### src/rtl/serial_sub_pkg.sv
// Shared definitions for the bit-serial subtractor: state encoding and default width.
package serial_sub_pkg;

  typedef logic [1:0] state_t;

  localparam state_t IDLE = 2'd0;
  localparam state_t RUN  = 2'd1;
  localparam state_t DONE = 2'd2;

  localparam int DEFAULT_WIDTH = 8;

endpackage

### src/rtl/full_sub.sv
// 1-bit full subtractor cell: dif = a - b - bin, bor = borrow out.
module full_sub (
  input  logic a,
  input  logic b,
  input  logic bin,
  output logic dif,
  output logic bor
);

  assign dif = a ^ b ^ bin;
  assign bor = (~a & b) | (~(a ^ b) & bin);

endmodule

### src/rtl/serial_sub_ctrl.sv
// Bit-serial subtractor controller: computes a - b - bin one bit per cycle, LSB first.
// Optional signed-overflow output enabled by defining SERIAL_SUB_OVF_EN.
module serial_sub_ctrl
  import serial_sub_pkg::*;
#(
  parameter int WIDTH = DEFAULT_WIDTH
) (
  input  logic             clk,
  input  logic             rst,
  input  logic             start,
  input  logic [WIDTH-1:0] a,
  input  logic [WIDTH-1:0] b,
  input  logic             bin,
  output logic             busy,
  output logic             done,
  output logic [WIDTH-1:0] diff,
  output logic             bout
`ifdef SERIAL_SUB_OVF_EN
  ,
  output logic             ovf
`endif
);

  localparam int            CW   = $clog2(WIDTH);
  localparam logic [CW-1:0] LAST = CW'(WIDTH - 1);

  state_t            state;
  logic [CW-1:0]     cnt;
  logic [WIDTH-1:0]  a_q;
  logic [WIDTH-1:0]  b_q;
  logic              borrow;
  logic              bit_dif;
  logic              bit_bor;

  full_sub u_cell (
    .a   (a_q[cnt]),
    .b   (b_q[cnt]),
    .bin (borrow),
    .dif (bit_dif),
    .bor (bit_bor)
  );

  assign busy = (state != IDLE);
  assign done = (state == DONE);

  // Results are only written during RUN, so they hold through DONE and IDLE until the next start.
  always_ff @(posedge clk or posedge rst) begin
    if (rst) begin
      state  <= IDLE;
      cnt    <= '0;
      a_q    <= '0;
      b_q    <= '0;
      borrow <= 1'b0;
      diff   <= '0;
      bout   <= 1'b0;
`ifdef SERIAL_SUB_OVF_EN
      ovf    <= 1'b0;
`endif
    end else begin
      case (state)
        IDLE: begin
          if (start) begin
            a_q    <= a;
            b_q    <= b;
            borrow <= bin;
            cnt    <= '0;
            state  <= RUN;
          end
        end
        RUN: begin
          diff[cnt] <= bit_dif;
          borrow    <= bit_bor;
          if (cnt == LAST) begin
            bout  <= bit_bor;
`ifdef SERIAL_SUB_OVF_EN
            ovf   <= (a_q[WIDTH-1] != b_q[WIDTH-1]) && (bit_dif != a_q[WIDTH-1]);
`endif
            state <= DONE;
          end else begin
            cnt <= cnt + CW'(1);
          end
        end
        DONE:    state <= IDLE;
        default: state <= IDLE;
      endcase
    end
  end

endmodule

### config.mk
export PLATFORM = sky130hd
export DESIGN_NAME = serial_sub_ctrl
export DESIGN_NICKNAME = d
export VERILOG_FILES = /design/src/rtl/serial_sub_pkg.sv /design/src/rtl/full_sub.sv /design/src/rtl/serial_sub_ctrl.sv
export SDC_FILE = /design/constraint.sdc
export NUM_CORES = 1
export LEC_CHECK = 0
export ABC_AREA = 1
export BUFFER_PORTS_ARGS = -buffer_cell sky130_fd_sc_hd__buf_2
export CORE_MARGIN = 10
export CORE_UTILIZATION = 53
export DETAILED_ROUTE_END_ITERATION = 8
export PLACE_DENSITY = 0.78
export SYNTH_ARGS = -nofsm -noshare
export SYNTH_HDL_FRONTEND = slang
export SYNTH_SLANG_ARGS = --single-unit
export TNS_END_PERCENT = 1
### constraint.sdc
create_clock -name clk -period 2.06 [get_ports clk]
set_input_delay 0.103 -clock clk [delete_from_list [all_inputs] [get_ports clk]]
set_output_delay 0.103 -clock clk [all_outputs]
set_load 0.02 [all_outputs]
==> impl_metrics.json, run 1 <==
{
  "hp-class": "primary input to flip-flop",
  "ys.warnings.count": 0,
  "clk_latency_ns": 0.32,
  "cp-start-kind": "flip-flop",
  "worstPathCellList": "clkinv_1, nand2_1, nand3_1, nand2_1, nor2_1, fa_1, nand3_1, nand2_1",
  "row_count": 19,
  "period_share_pct": 89.6,
  "gp_congestion": 0.855,
  "cts_hold_buf": 15,
  "crit_fanout": 9,
  "max_stage_delay_ns": 0.64,
  "power_density_nw_per_um2": 1540,
  "max-cap-violations": 0,
  "power_leakage_nw": 1.03,
  "cts_setup_buffers": 0,
  "ys_ff_latch": 31,
  "die_area_um2": 5360,
  "numCtsBuffers": 5,
  "cts-root-buf": "clkbuf_4",
  "n_fill_cell": 223,
  "cp_common_cell": "nand2_1",
  "core_um2": 2730,
  "synth.net_count": 213,
  "grt_pass1_vias": 1299,
  "avgSynthCellArea_um2": 7.91,
  "syn2layout_area_growth_pct": 27.1,
  "io_pins": 31,
  "grt_pass1_wl_mm": 5.52,
  "max_freq_ghz": 0.542,
  "vias": 1319,
  "end_kind": "flip-flop",
  "synthCells": 190,
  "placed_cells": 251,
  "vdd_drop_max_mv": 1.10,
  "die_w_um": 73.2,
  "port_buffers": 30,
  "holdPathStages": 3,
  "critPathKind": "flip-flop to flip-flop",
  "postRouteAntennaNets": 0,
  "htree_num_levels": 2,
  "yosysUniqueCellTypes": 19,
  "r2r_cells": 8,
  "crit_arrival_ns": 2.12,
  "drcViolationCount": 0,
  "finalPower_w": 0.00295,
  "final_hold_viol_count": 0,
  "wire_per_inst_um": 11.8,
  "dr.pass1.iters": 4,
  "dp_hpwl_mm": 2.34,
  "fin_skew_ns": 0.00503,
  "grt_max_degree": 34,
  "crit_slowest_cell": "fa_1",
  "clkSinkCount": 31,
  "layout_min_cycle_time_ns": 1.85,
  "n_antenna_cell": 0,
  "final_cells": 274,
  "relSlewSlack_pct": 67.3,
  "initial_core_util_pct": 55.0,
  "cts_tree": "yes",
  "r2r_slack_ns": 0.21,
  "slew_viol_final": 0,
  "worstMarginPinSlew_ns": 0.490,
  "hold_path_end": "a_q[2]",
  "synth_top_area_cell": "dfrtp_1",
  "overflow": 0,
  "synth_seq_area_share_pct": 51.6,
  "vias_per_cell": 4.81,
  "tns_ns": 0,
  "netlist.area_leader.share_pct": 51.6,
  "r2r-start": "cnt[0]",
  "cts.path.max_buffers": 2,
  "cts-resized-gates": 0,
  "wl_mm": 3.23,
  "required_ns": 2.33,
  "drive_gt1_share_pct": 20.2,
  "r2r_end": "diff[0]",
  "finalNetCount": 265,
  "netlist_area_um2": 1500,
  "track_usage_pct": 13.1,
  "cts.clk_slew.worst_paths_ns": 0.09,
  "finalSetupViolCount": 0,
  "rsz0062_at_grt": "no",
  "drt_iter0_drc": 88,
  "hp-start": "a[2]",
  "synth_area_leaders": "dfrtp_1 52%, nand2_1 18%, nand3_1 6.3%, inv_1 6.2%, o21ai_1 5.3%",
  "status": "completed",
  "die_y_um": 73.2,
  "antenna_found_initial": 0
}
-- area by class of cell --
class                           count  area [um^2]  area share, %
Sequential cell                    31          776           40.6
Timing Repair Buffer               50          338           17.7
Clock buffer                        8         68.8           3.60
Inverter                           29          109           5.70
Tap cell                           31         38.8           2.03
Multi-Input combinational cell    125          579           30.3
-- placed cells by master (no fill, tap or decap) --
cell type / Yosys / final
o21ai_0: 3 / 3
nand2_2: 1 / 1
buf_4: 1 / 5
nand2_1: 71 / 71
dfrtp_1: 31 / 31
clkbuf_4: 0 / 5
clkbuf_1: 1 / 1
buf_2: 1 / 30
dlygate4sd3_1: 0 / 15
nand4_1: 2 / 2
nand3_1: 19 / 19
clkinv_1: 1 / 1
fa_1: 1 / 1
clkbuf_8: 0 / 2
o21ai_1: 16 / 16
inv_2: 3 / 3
nor2_1: 7 / 7
inv_1: 25 / 25
nand3_2: 1 / 1
ha_1: 2 / 2
nor2_4: 2 / 2
-- worst max path at each step --
stage	cells past startpoint	slack, ns	from	end
floorplan	9	0.27	cnt[2]	diff[0]
global placement	8	0.26	cnt[0]	diff[2]
global route	8	0.007	cnt[0]	diff[5]
finish	8	0.21	cnt[0]	diff[0]
detailed placement	8	0.21	cnt[0]	diff[0]
CTS	8	0.20	cnt[0]	diff[0]
-- per-stage QoR --
step | area [um^2] | worst slack, ns | hold slack, ns | utilization (%)
floorplan | 1500 | 0.275 | 0.207 | -
global placement | 1690 | 0.260 | 0.196 | 61.8
detailed placement | 1690 | 0.212 | 0.197 | 61.8
CTS | 1910 | 0.199 | 0.00558 | 69.8
global route | 1910 | 0.00709 | 0.00229 | 69.8
finish | 1910 | 0.214 | 0.00928 | 69.8
-- logic make-up (layout without fill, tap and decap cells) --
family	Yosys count	count (layout)	synth area share [%]
buf+inv	34	87	9.82
flops	31	31	51.6
compound gates	19	19	6.33
simple gates	103	103	29.2
fa+ha+maj	3	3	3.00
-- synthesized netlist by cell type --
master and count:
buf_2 1, nand3_2 1, ha_1 2, buf_4 1, clkinv_1 1, clkbuf_1 1, nand2_1 71, nor2_4 2
o21ai_0 3, nor2_1 7, o21ai_1 16, dfrtp_1 31, nand4_1 2, inv_2 3, nand2_2 1, buf_6 2
inv_1 25, fa_1 1, nand3_1 19
-- state kept, by name (all words and copies together), names as in the netlist --
name and flops:
diff 8, a_q 8, cnt 3, borrow 1, state 2, bout 1, b_q 8
-- per-layer routing --
metal | global-route usage, % | wire (um) | up-vias
li1 | - | - | 692
met1 | 13.7 | 1400 | 596
met2 | 22.0 | 1560 | 24
met3 | 4.63 | 197 | 7
met4 | 7.38 | 67 | 0
met5 | 0 | 0 | -
-- critical path, delay by kind of cell (launching register included) --
family        cells  cell delay [ns]
fa+ha+maj         1             0.64
buf+inv           1             0.24
flops             1             0.36
simple gates      6             0.55
-- power breakdown --
part	leakage (nW)	internal (W)	switching, W
combinational	0.614	0.000548	0.000985
sequential	0.382	0.000898	0.000123
clock	0.0386	0.000201	0.000193
total	1.03	0.00165	0.00130
(Power assumes the default switching activity.)
==> run 2: changes to the inputs <==
CORE_UTILIZATION = 48   (was 53)
PLACE_DENSITY = 0.74   (was 0.78)
TNS_END_PERCENT = unset   (was 1)
clock period = 1.6 ns   (was 2.06 ns; I/O delays follow)
==> impl_metrics.json, run 2 (synthesis gave the netlist of run 1 again) <==
{
  "max_freq_ghz": 0.567,
  "wire_per_inst_um": 12.1,
  "power_density_nw_per_um2": 2000,
  "multiInputGateArea_um2": 661,
  "drt_iter0_drc": 68,
  "grt_pass1_wl_mm": 6.35,
  "postRouteAntennaNets": 0,
  "track_usage_pct": 12.9,
  "io_pins": 31,
  "final_hold_viol_count": 0,
  "period_share_pct": 110,
  "dp_slack_ns": -0.243,
  "clkSinkCount": 31,
  "overflow": 0,
  "utilization_pct": 72.5,
  "required_ns": 1.87,
  "max-cap-violations": 0,
  "antenna_found_initial": 0,
  "die_w_um": 76.0,
  "placed_cells": 279,
  "htree_num_levels": 2,
  "postLayoutCellArea_um2": 2200,
  "cts-root-buf": "clkbuf_4",
  "layout_min_cycle_time_ns": 1.76,
  "power_leakage_nw": 1.14,
  "drive_gt1_share_pct": 35.2,
  "port_buffers": 30,
  "final_cells": 308,
  "final_cell_mix": "65 x nand2_1, 30 x buf_2, 28 x dfrtp_1, 20 x inv_1, 20 x buf_4",
  "hp-class": "primary input to flip-flop",
  "status": "finished, violations left",
  "n_antenna_cell": 0,
  "core_um2": 3030,
  "slew_viol_final": 0,
  "vdd_drop_max_mv": 0.960,
  "dp_hpwl_mm": 2.51,
  "dr.pass1.iters": 4,
  "vias_per_cell": 4.65,
  "cts.path.max_buffers": 2,
  "worstMarginPinSlew_ns": 0.518,
  "finalNetCount": 287,
  "drcViolationCount": 0,
  "row_count": 20,
  "end_kind": "flip-flop",
  "rsz0062_at_grt": "yes",
  "die_area_um2": 5770,
  "finalSetupViolCount": 8,
  "vias": 1432,
  "gp_congestion": 0.826,
  "ff_latch_area_um2": 779,
  "grt_pass1_vias": 1448,
  "layout_commonest_cell": "nand2_1",
  "cts.clk_slew.worst_paths_ns": 0.09,
  "worst_slack_ns": -0.163,
  "crit_fanout": 8,
  "grt_max_degree": 34,
  "cts_tree": "yes",
  "wl_mm": 3.72,
  "violations": "setup timing",
  "critPathKind": "flip-flop to flip-flop",
  "reg_top3": "a_q (8), b_q (8), diff (8)",
  "fin_hold_ws_ns": 0.161,
  "cp-start-kind": "flip-flop",
  "syn2layout_area_growth_pct": 46.1,
  "clk_latency_ns": 0.33,
  "die_y_um": 76.0,
  "place_area_um2": 1860,
  "relSlewSlack_pct": 65.4,
  "fin_skew_ns": 0.00792,
  "numCtsBuffers": 5,
  "n_fill_cell": 222,
  "initial_core_util_pct": 49.6,
  "crit_arrival_ns": 2.04
}
[run 2: worst paths after layout]
kind	startpoint	to	slack, ns	cells past startpoint
setup reg to reg	cnt[0]	diff[2]	-0.16	8
hold reg to reg	diff[1]	diff[1]	0.48	2
hold / removal	start	cnt[0]	0.16	4
min in group asynchronous	rst	a_q[2]	0.31	3
max in group asynchronous	rst	bout	0.75	4
setup / recovery	cnt[0]	diff[2]	-0.16	8
[run 2: metal layers]
| metal | GRT usage [%] | part of all wire [%] | up-vias |
|---|---|---|---|
| met1 | 15.1 | 44 | 655 |
| met4 | 3.22 | 1.3 | 0 |
| li1 | - | - | 738 |
| met3 | 5.42 | 5.5 | 4 |
| met5 | 0 | 0 | - |
| met2 | 21.3 | 49 | 35 |
[run 2: worst max-delay path, stage by stage, from the launching register on]
cell and delay [ns]:
dfrtp_2 0.49, buf_4 0.17, nand2_1 0.06, nand3_1 0.07, nand2_1 0.09, nor2_2 0.04, fa_2 0.61, nand3_1 0.10
nand2_1 0.07
[run 2: stage by stage]
stage | setup TNS (ns) | power [W]
2_1_floorplan | -0.408 | 0.00301
3_3_place_gp | -1.52 | 0.00357
3_5_place_dp | -1.82 | 0.00361
4_1_cts | -0.833 | 0.00418
5_1_grt | -1.94 | 0.00480
6_report | -1.19 | 0.00439
[run 2: power by group]
group / switching (W) / internal, W
clock: 0.000253 / 0.000203
sequential: 0.000231 / 0.00116
combinational: 0.00146 / 0.00108
total: 0.00194 / 0.00245
[run 2: cell type report]
cell class | count | share of cell area (%)
tap | 44 | 2.51
timing repair buffer | 71 | 23.8
timing repair inverter | 1 | 0.228
clock inverter | 1 | 0.228
multi-input combinational | 125 | 30.1
sequential | 31 | 35.5
clock buffer | 6 | 2.34
inverter | 29 | 5.30
[run 2: what timing repair did]
item / 4_1_cts / 5_1_grt
endpoints found under the hold margin: 29 / 0
buffers inserted: 1 / 2
gates cloned: 0 / 1
gates resized for setup: 6 / 19
setup endpoints to repair: 10 / 13
pin swaps: 1 / 2
hold buffers: 18 / 0
